===== src/rtl/fifo_wr_arb_pkg.sv =====
// fifo_wr_arb_pkg: shared state type, default sizes and index-width helper for the FIFO write arbiter
package fifo_wr_arb_pkg;
  typedef enum logic {IDLE = 1'b0, GRANT = 1'b1} state_e;
  localparam int DEF_DATA_W = 32;
  localparam int DEF_NUM_REQ = 4;
  function automatic int grant_w(input int n);
    return (n > 1) ? $clog2(n) : 1;
  endfunction
endpackage


===== src/rtl/fifo_wr_arb_rr_pick.sv =====
// rr_pick: combinational round-robin selector, first set request after last in ascending wrap-around order
module rr_pick import fifo_wr_arb_pkg::*; #(
  parameter int N = DEF_NUM_REQ,
  parameter int W = grant_w(DEF_NUM_REQ)
) (
  input  logic [N-1:0] req,
  input  logic [W-1:0] last,
  output logic         found,
  output logic [W-1:0] idx
);
  logic [W-1:0] k;
  always_comb begin
    found = |req;
    idx = '0;
    k = '0;
    // scan farthest-first so the nearest candidate after last wins
    for (int i = N; i >= 1; i--) begin
      k = W'((int'(last) + i) % N);
      if (req[k]) idx = k;
    end
  end
endmodule


===== src/rtl/fifo_wr_arbiter.sv =====
// fifo_wr_arbiter: round-robin arbiter sharing one FIFO write port among NUM_REQ bursty producers.
// Define FIFO_WR_ARB_TIMEOUT_EN to release a grant after TIMEOUT_CYC idle cycles.
module fifo_wr_arbiter import fifo_wr_arb_pkg::*; #(
  parameter int NUM_REQ     = DEF_NUM_REQ,
  parameter int DATA_W      = DEF_DATA_W,
  parameter int BURST_MAX   = 8,
  parameter int TIMEOUT_CYC = 16
) (
  input  logic                       clk,
  input  logic                       reset_n,
  input  logic [NUM_REQ-1:0]         req_valid,
  input  logic [NUM_REQ*DATA_W-1:0]  req_data,
  input  logic [NUM_REQ-1:0]         req_last,
  output logic [NUM_REQ-1:0]         req_ready,
  output logic                       fifo_wr_en,
  output logic [DATA_W-1:0]          fifo_din,
  input  logic                       fifo_full,
  output logic [$clog2(NUM_REQ)-1:0] grant_id,
  output logic                       busy
);
  localparam int GW = grant_w(NUM_REQ);
  localparam int BW = $clog2(BURST_MAX + 1);
  state_e state_q, state_d;
  logic [GW-1:0] grant_q, grant_d, last_q, last_d, pick;
  logic [BW-1:0] beat_q, beat_d;
  logic found, g_valid, acc, rel, tmo_rel;
  logic [DATA_W-1:0] g_data;
  rr_pick #(.N(NUM_REQ), .W(GW)) u_pick (
    .req(req_valid),
    .last(last_q),
    .found(found),
    .idx(pick)
  );
  always_comb begin
    busy = state_q == GRANT;
    grant_id = grant_q;
    g_valid = req_valid[grant_q];
    g_data = req_data[int'(grant_q)*DATA_W +: DATA_W];
    acc = busy && g_valid && !fifo_full;
    rel = acc && (req_last[grant_q] || beat_q == BW'(BURST_MAX - 1));
    fifo_wr_en = acc;
    fifo_din = busy ? g_data : '0;
    req_ready = (busy && !fifo_full) ? NUM_REQ'(1) << grant_q : '0;
  end
  always_comb begin
    state_d = state_q;
    grant_d = grant_q;
    last_d = last_q;
    beat_d = beat_q;
    if (!busy) begin
      if (found) begin
        state_d = GRANT;
        grant_d = pick;
        beat_d = '0;
      end
    end else if (rel || tmo_rel) begin
      state_d = IDLE;
      last_d = grant_q;
      beat_d = '0;
    end else if (acc) begin
      beat_d = beat_q + 1'b1;
    end
  end
  always_ff @(posedge clk) begin
    if (!reset_n) begin
      state_q <= IDLE;
      grant_q <= '0;
      last_q <= GW'(NUM_REQ - 1);
      beat_q <= '0;
    end else begin
      state_q <= state_d;
      grant_q <= grant_d;
      last_q <= last_d;
      beat_q <= beat_d;
    end
  end
`ifdef FIFO_WR_ARB_TIMEOUT_EN
  localparam int TW = $clog2(TIMEOUT_CYC + 1);
  logic [TW-1:0] tmo_q, tmo_d;
  logic idle_cyc;
  // full cycles pause the count; an accepted beat or a new grant restarts it
  always_comb begin
    idle_cyc = busy && !g_valid && !fifo_full;
    tmo_rel = idle_cyc && tmo_q == TW'(TIMEOUT_CYC - 1);
    tmo_d = (!busy || acc || tmo_rel) ? '0 : idle_cyc ? tmo_q + 1'b1 : tmo_q;
  end
  always_ff @(posedge clk) begin
    if (!reset_n) tmo_q <= '0;
    else tmo_q <= tmo_d;
  end
`else
  always_comb tmo_rel = 1'b0 && (TIMEOUT_CYC > 0);
`endif
endmodule

===== config.mk =====
export PLATFORM = sky130hd
export DESIGN_NAME = fifo_wr_arbiter
export DESIGN_NICKNAME = d
export VERILOG_FILES = /design/src/rtl/fifo_wr_arb_pkg.sv /design/src/rtl/fifo_wr_arb_rr_pick.sv /design/src/rtl/fifo_wr_arbiter.sv
export SDC_FILE = /design/constraint.sdc
export NUM_CORES = 1
export LEC_CHECK = 0
export BUFFER_PORTS_ARGS = -buffer_cell sky130_fd_sc_hd__buf_2
export CAP_MARGIN = 15
export CORE_MARGIN = 4
export CORE_UTILIZATION = 35
export CTS_CLUSTER_DIAMETER = 60
export DETAILED_ROUTE_END_ITERATION = 8
export GPL_ROUTABILITY_DRIVEN = 0
export PLACE_DENSITY = 0.91
export SLEW_MARGIN = 0
export SYNTH_ARGS = -nofsm -noshare
export SYNTH_HDL_FRONTEND = slang
export SYNTH_HIERARCHICAL = 1
export SYNTH_SLANG_ARGS = --single-unit

===== constraint.sdc =====
create_clock -name clk -period 2.05 [get_ports clk]
set_input_delay 0 -clock clk [delete_from_list [all_inputs] [get_ports clk]]
set_output_delay 0 -clock clk [all_outputs]
set_load 0.02 [all_outputs]

# == Yosys cells after proc, flatten, opt, wreduce, memory -nomap -nowiden ==
# Index checks and enable logic that the tools add are counted.
# W data, S select, Z words.
# totals
elab_cells,55
out_inout_bits,40
input_bits,139
regBits,9
# op_classes
addsub,5
bitwise_logic,1
n_reduce_logical,11
order_cmp,5
n_eq_ne,2
n_shift,2
n_mux,25
# ops
cell,n
$shiftx A128 B8 Y32,1
$mux W32,1
$mux W4,5
$lt A2 B3 Y1 const B,5
$bmux W1 S2,6
$mux W1,9
$mux W2,4
$reduce_and A2 Y1,3
$add A2 B1 Y2 const B,2
$add A2 B2 Y2 const B,2
$add A4 B1 Y4 const B,1
$eq A4 B3 Y1 const B,1
$logic_and A1 B1 Y1,4
$reduce_or A4 Y1,1
$shl A1 B2 Y4 const A,1
$ne A3 B2 Y1 const B,1
$reduce_bool A2 Y1,1
$logic_not A1 Y1,1
$logic_or A1 B1 Y1,1
$not A1 Y1,1

# == Longest topological paths before layout ==
# Gate-level depths: netlist of run 1.
# depth
ltp_word,7
ltp_mapped,6
ltp_nobuf,6

# == By module ==
# Netlist of run 1, hierarchy kept.
# modules_own_cells
module,instances,area_each_um2,cells_per_inst
fifo_wr_arbiter,1,1508.9,133
rr_pick,1,91.3,14

# == Worst setup path before layout of run 1 ==
# No wires, ideal clock.
# synth_timing
kind,reg2out
start,"register grant_q[0], in the netlist grant_id[0]"
end,output fifo_din[10]
n_path_buf,3
arrival_time_ns,1.735
path_stages_with_launch,6
t_required_ns,2.050
setup_slack_ns,0.315
path_cell_list,dfxtp_1 buf_6 buf_4 buf_4 mux4_2 and2_1
# synth_between
elab_chain_len,2
# synth_rtl
element,line,rtl
start: declaration,fifo_wr_arbiter.sv:24,"logic [GW-1:0] grant_q, grant_d, last_q, last_d, pick;"
start signal: assignment,fifo_wr_arbiter.sv:72,grant_q <= grant_d;
$shiftx A128 B8 Y32,fifo_wr_arbiter.sv:38,g_data = req_data[int'(grant_q)*DATA_W +: DATA_W];
$mux W32,fifo_wr_arbiter.sv:42,fifo_din = busy ? g_data : '0;
end: declaration,fifo_wr_arbiter.sv:16,"output logic [DATA_W-1:0] fifo_din,"
# Every way passes these cells.

# == Worst setup path after layout of run 1 ==
# layout_timing
start,"register grant_q[0], in the netlist grant_id[0]"
end,output fifo_din[24]
# The elaborated chain is that of the path after synthesis.

==> results by group, run 1 <==
STA
  – RSZ-0062 raised after global routing: no
  – Post-route clock period utilization: 92.82%
  – Final Hold Violating Endpoints: 0
  – Setup Skew: 0.003031 ns
  – Min Tclk post-route: 1.903 ns
  – Worst slew margin: 65.97%
  – Hold WS: 0.2192 ns
  – Setup Total Neg Slack: 0 ns
  – FMAX: 0.5256 GHz
  – Final Setup Violations: 0
  – Max-slew violations: 0
  – Worst-Margin Slew: slightly above 0.5 ns

GRT
  – Grt ovf: 0
  – Largest net degree at the start of global routing: 42
  – Initial antenna violation count: 0
  – Total Routing Usage GR: 22.22%
  – First-pass GRT wire length: 9591 µm
  – Vias in the first global route: 2052

Floorplanning
  – CORE AREA: 4384 µm²
  – Die H: 75.62 µm
  – Die width: 75.62 µm
  – Initial core utilization: between 30% and 40%
  – Row cnt: 24
  – I/O pin count: 179
  – Die area: 5718 µm²

Min path
  – Worst hold path class: primary input to register
  – Worst hold start: req_valid[0]

Pwr
  – Clock share of power: 21.1%
  – Peak supply drop: 353.8 µV
  – Sw Ratio: 37.04%
  – Design Power: ~0.0010 W
  – Sw Pwr: 0.0003788 W
  – Register share of total power: 19.2%
  – PwrDens: roughly 400 nW/µm²
  – Int Pwr: 0.0006437 W
  – Combinational power share: around three fifths
  – Leak: 1.313 nW

Clock tree
  – CTS tree: yes
  – H-tree depth: 1
  – CTS buffer count: 3
  – Clk root buf: clkbuf_8
  – Worst-path clk slew: 0.05 ns
  – Clk Latency, worst-skew pair: about 0.24 ns
  – Max Root-Sink Buffers: 2
  – Clk sink count: 9

Worst setup path
  – Startpoint types: register
  – Top cell family by delay on the critical path: multiplexers
  – Setup crit end kind: output port
  – Buf+Inv Stages, Crit Path: 2
  – Worst Path Required: 2.05 ns
  – Largest stage delay, worst path: 0.55 ns
  – WP data arrival: 1.90 ns
  – CP Launch Point: grant_id[0]
  – Worst R2R Start: grant_id[0]
  – Slowest stage cell, crit path: mux4_2
  – Crit-path max FO: 20
  – Critical-path cell list: buf_4, mux4_2, and2_1, buf_2
  – Crit Path Class: register to output port

Final layout
  – Area delta synth->final: 61.30%
  – Area of the multi-input gates: 1339 µm²
  – Commonest non-fill, non-tap cell in the layout: buf_2
  – Fill cells: 411
  – Fin cells: 374
  – Sequential Area: around 180 µm²
  – Final net count: 463
  – Layout cells sized above 1: 70.19%
  – Antenna cells: 0
  – Most frequent cells in the layout: buf_2 (178), mux4_2 (34), and2_1 (33)
  – Finished Cell Area: approximately 2600 µm²

Flow run
  – Max-cap violations: 0

Yosys
  – Net count after synthesis: roughly 290
  – Ys async rst share: 0%
  – Yosys warning count: 6
  – Seq/Total Area, Yosys: 11.26%
  – Post-Syn Instances: ~150
  – Cell area after synthesis: ~1600 µm²
  – Avg Cell Area, Syn: 10.89 µm²
  – #FFs+latches synth: 9
  – Synth cell types: 31
  – Main synth FF type: dfxtp_1
  – Post-synth EDFFs: 0

Run status
  – Status: complete, no violations

Place
  – Number of port buffers: 178
  – Inst Count DP: 369
  – Post-Place Cell Area: 2526 µm²

Detailed routing
  – Vias: approximately 2000
  – Residual DRC: 0
  – Final antenna-violating net count: 0
  – Total Wirelength: about 6600 µm
  – WL/cell: 17.60 µm
  – DR pass1 iterations: 4
  – DRT iter0 DRCs: 70
  – Via density: ~5.3
[worst min-delay path, cell delays in order]
cell and delay, ns:
buf_2 0.13, o221ai_2 0.11, mux2i_1 0.14, nor2_1 0.05
[metrics by stage]
step	util [%]	setup slack (ns)
after global routing	58.88	0.02508
after floorplan	-	0.3148
after detailed placement	57.62	0.3720
after CTS	58.88	0.1194
after global placement	57.62	0.4176
final	58.88	0.1472
[power by group through the flow]
stage               Clock [W]  Combinational (W)  Sequential [W]
finish               0.000216           0.000610        0.000196
global route         0.000234           0.000667        0.000198
CTS                  0.000222           0.000617        0.000196
detailed placement          0           0.000613        0.000200
global placement            0           0.000594        0.000199
floorplan                   0           0.000374        0.000202
[logic make-up after synthesis]
family          share of synthesized area (%)
simple gates                            24.40
mux                                     50.98
buf+inv                                 5.082
compound gates                          7.506
flops                                   11.26
fa+ha+maj                              0.7817
[worst paths after layout]
| path | cells after the start | to | slack (ns) |
|---|---|---|---|
| setup reg to reg | 4 | beat_q[3] | 0.37 |
| hold / removal | 4 | grant_id[0] | 0.22 |
| setup / recovery | 4 | fifo_din[24] | 0.15 |
| hold reg to reg | 2 | beat_q[1] | 0.48 |
[per-layer routing]
layer	vias to the layer above	GRT usage (%)	share of wire (%)
met5	-	0	0
li1	923	-	-
met3	15	4.354	9.1
met1	929	24.11	33
met4	0	6.408	2.0
met2	105	43.14	56
[area by class of cell]
class,instances,share of cell area (%)
flip-flops and latches,9,7.077
repair buffers,184,36.35
clock buffers,4,1.745
inverters,3,0.4363
multi-input cells,122,51.87
well taps,52,2.521
[Yosys cell counts, drive strengths merged (2+ instances only)]
cell type	number	share of area, %
mux4	34	48
and2	33	13
dfxtp	9	11
nand2	9	2.1
nor2	8	1.9
buf	7	3.0
clkbuf	6	1.4
a21oi	5	1.8
mux2i	5	3.1
nand4	4	1.6
inv	3	0.70
nand2b	3	1.2
nor2b	3	1.2
o211ai	3	2.6
a21boi	2	0.94
a31oi	2	0.78
nand3	2	0.63
nand4b	2	1.1
[registers in the layout, indices dropped and copies added (netlist names)]
signal / count
beat_q: 4
busy: 1
grant_id: 2
last_q: 2
[repair_timing]
item                                   in CTS  in global routing
buffers inserted                            0                  0
endpoints found under the hold margin       1                  0
hold buffers                                1                  0
resized for setup                           0                  0
(Power assumes the default switching activity.)
==> run 2: changes to the inputs <==
ABC_AREA = 1   (was default)
CORE_UTILIZATION = 36   (was 35)
PLACE_DENSITY = 0.92   (was 0.91)
==> run 2 against run 1 <==
Effect of this change:
- worst setup slack improved by 0.056 ns
- final cell count is 36% higher
- total power is 26% higher
- clock power is 3% lower
- sequential power grew 8%
- clock skew is 0.00090 ns lower
- non-clock buffer count increased by 2
- critical path depth rose by 2
- critical endpoint is now fifo_din[25]
- largest cell class unchanged
==> results by group, run 2 <==
Worst setup path
  – Setup crit end: fifo_din[25] (was fifo_din[24])
  – Crit Path Class: register to output port (unchanged)
  – Reg-to-reg slack, setup: 0.36 ns (was 0.37 ns)
  – Setup crit end kind: output port (unchanged)
  – CP Launch Point: grant_id[0] (unchanged)
  – R2R cell count: 9 (was 4)
  – Worst Path Required: 2.05 ns (about the same)
  – Crit-path max FO: 23 (was 20)
  – Worst R2R Start: last_q[0] (was grant_id[0])
  – Startpoint types: register (unchanged)
  – Critical R2R Capture: grant_id[0] (was beat_q[3])
  – WP data arrival: 1.85 ns (was 1.90 ns)

Clock tree
  – H-tree depth: 1 (unchanged)
  – CTS tree: yes (unchanged)
  – Clk root buf: clkbuf_8 (unchanged)
  – Clk Latency, worst-skew pair: 0.24 ns (about the same)
  – CTS resizes: 0 (unchanged)
  – # hold bufs at CTS: 0 (was 1)
  – Clk sink count: 9 (unchanged)
  – Max Root-Sink Buffers: 2 (unchanged)
  – Worst-path clk slew: 0.05 ns (about the same)
  – CTS buffer count: 3 (unchanged)
  – Post-CTS setup repair buffer count: 0 (unchanged)

STA
  – Min Tclk post-route: 1.847 ns (was 1.903 ns)
  – Post-route clock period utilization: 90.09% (was 92.82%)
  – Worst-Margin Slew: 0.5625 ns (was 0.5093 ns)
  – RSZ-0062 raised after global routing: no (unchanged)
  – Worst slew margin: 62.45% (was 65.97%)
  – Hold WS: 0.01767 ns (was 0.2192 ns)
  – Final Hold Violating Endpoints: 0 (unchanged)
  – Setup Skew: 0.002133 ns (was 0.003031 ns)
  – Setup Total Neg Slack: 0 ns (unchanged)
  – Max-slew violations: 0 (unchanged)
  – Final WS setup: 0.2031 ns (was 0.1472 ns)
  – FMAX: 0.5414 GHz (was 0.5256 GHz)
  – Final Setup Violations: 0 (unchanged)

GRT
  – Grt ovf: 0 (unchanged)
  – Total Routing Usage GR: 24.26% (was 22.22%)
  – Initial antenna violation count: 0 (unchanged)
  – Vias in the first global route: 2623 (was 2052)
  – Largest net degree at the start of global routing: 42 (unchanged)
  – First-pass GRT wire length: 12180 µm (was 9591 µm)

Run status
  – Status: complete, no violations (unchanged)

Final layout
  – Reg with most FFs: beat_q (unchanged)
  – Final net count: 598 (was 463)
  – Finished Cell Area: 2621 µm² (was 2581 µm²)
  – Largest register FFs: 4 (unchanged)
  – Area delta synth->final: 54.84% (was 61.30%)
  – Commonest non-fill, non-tap cell in the layout: buf_2 (unchanged)
  – Layout cells sized above 1: 47.05% (was 70.19%)
  – Most frequent cells in the layout: buf_2 (178), nand3_1 (76), nand2_1 (54) (was buf_2 (178), mux4_2 (34), and2_1 (33))
  – Antenna cells: 0 (unchanged)

Flow run
  – Max-cap violations: 0 (unchanged)

Floorplanning
  – CORE AREA: 4444 µm² (was 4384 µm²)
  – Initial core utilization: 38.09% (was 36.50%)
  – I/O pin count: 179 (unchanged)
  – Die H: 76.58 µm (was 75.62 µm)
  – Row cnt: 24 (unchanged)
  – Die width: 76.58 µm (was 75.62 µm)
  – Die area: 5864 µm² (was 5718 µm²)

Detailed routing
  – DR pass1 iterations: 5 (was 4)
  – Residual DRC: 0 (unchanged)
  – WL/cell: 15.04 µm (was 17.60 µm)
  – Via density: 5.585 (was 5.273)
  – Total Wirelength: 7655 µm (was 6582 µm)
  – DRT iter0 DRCs: 187 (was 70)
  – Vias: 2843 (was 1972)
  – Final antenna-violating net count: 0 (unchanged)

Pwr
  – Design Power: 0.001289 W (was 0.001023 W)
  – PwrDens: 491.8 nW/µm² (was 396.1 nW/µm²)
  – Peak supply drop: 443.9 µV (was 353.8 µV)
  – Leak: 1.407 nW (was 1.313 nW)

Yosys
  – Main synth FF type: dfxtp_1 (unchanged)
  – Ys async rst share: 0% (unchanged)
  – Synth area leader: nand3_1 (was mux4_2)
  – Synth area leaders: nand3_1 (22%), a22oi_1 (14%), nand2_1 (12%) (was mux4_2 (48%), and2_1 (13%), dfxtp_1 (11%))
  – Post-Syn Instances: 293 (was 147)
  – Commonest cells in the netlist: nand3_1 (76), nand2_1 (54), a22oi_1 (32), a31oi_1 (32), inv_1 (15) (was mux4_2 (34), and2_1 (33), dfxtp_1 (9), nand2_1 (9), nor2_1 (8))
  – Yosys top cell area share: 22.47% (was 47.85%)
  – Synth cell types: 29 (was 31)
  – Seq/Total Area, Yosys: 10.64% (was 11.26%)
  – Net count after synthesis: 433 (was 287)
  – Yosys warning count: 6 (unchanged)
  – Cell area after synthesis: 1693 µm² (was 1600 µm²)
  – Post-synth EDFFs: 0 (unchanged)
  – #FFs+latches synth: 9 (unchanged)
  – Most frequent cell after synthesis: nand3_1 (was mux4_2)
  – Avg Cell Area, Syn: 5.778 µm² (was 10.89 µm²)

Place
  – Number of port buffers: 178 (unchanged)
  – Post-Place Cell Area: 2575 µm² (was 2526 µm²)
  – Hpwl dp: 6186 µm
  – Worst slack at placement: 0.3968 ns (was 0.3720 ns)

Min path
  – Worst hold path class: primary input to register (unchanged)
-- run 2: changes by cell type in the layout (fill, tap and decap cells not counted), moves of 4 or more --
cell	before	now
mux2i_1	5	0
mux4_2	34	0
a31oi_1	2	32
nor3_1	0	4
inv_2	0	4
nand3_1	2	76
inv_1	3	15
nand2_2	0	9
nand2_1	9	54
a22oi_1	0	32
and2_1	33	0
-- run 2: worst min path at each step --
stage / slack (ns) / end / start / cells after the start
6_report: 0.02 / last_q[0] / reset_n / 2
3_3_place_gp: 0.26 / last_q[0] / reset_n / 2
3_5_place_dp: 0.26 / last_q[0] / reset_n / 2
5_1_grt: 0.02 / last_q[0] / reset_n / 2
4_1_cts: 0.01 / last_q[0] / reset_n / 2
2_1_floorplan: 0.1 / last_q[0] / reset_n / 1
-- run 2: cells by family after synthesis --
group	synth area share [%]
simple gates	44.49
buf+inv	12.93
flops	10.64
compound gates	31.19
fa+ha+maj	0.7390
-- run 2: per-stage QoR --
step,utilization [%],instances
after CTS,58.98,509
after global routing,58.98,509
after global placement,57.94,505
after detailed placement,57.94,505
final,58.98,509
after floorplan,-,293
-- run 2: critical path, stage by stage, from the launching register on --
cell	delay, ns
dfxtp_1	0.39
inv_2	0.07
nor2_4	0.41
buf_4	0.28
a22oi_1	0.08
a31oi_1	0.18
buf_2	0.20
-- run 2: cell type report --
| class | count | area [µm²] |
|---|---|---|
| fill | 428 | 1823 |
| multi-input combinational | 237 | 1294 |
| timing repair buffer | 186 | 950.9 |
| sequential | 9 | 181.4 |
| inverter | 21 | 83.83 |
| tap | 52 | 65.06 |
| clock buffer | 3 | 41.29 |
| clock inverter | 1 | 5.005 |
-- run 2: layer usage --
metal / GRT usage [%] / part of all wire (%) / up-vias
met5: 0 / 0 / -
met4: 6.703 / 2.4 / 0
met3: 5.083 / 9.0 / 21
met2: 43.06 / 50 / 178
met1: 29.32 / 39 / 1252
li1: - / - / 1392
-- run 2: power breakdown --
part           internal [W]  switching [W]  leakage [nW]
Sequential         0.000190      0.0000224        0.0742
Clock              0.000133      0.0000770        0.0255
Combinational      0.000330       0.000537          1.31
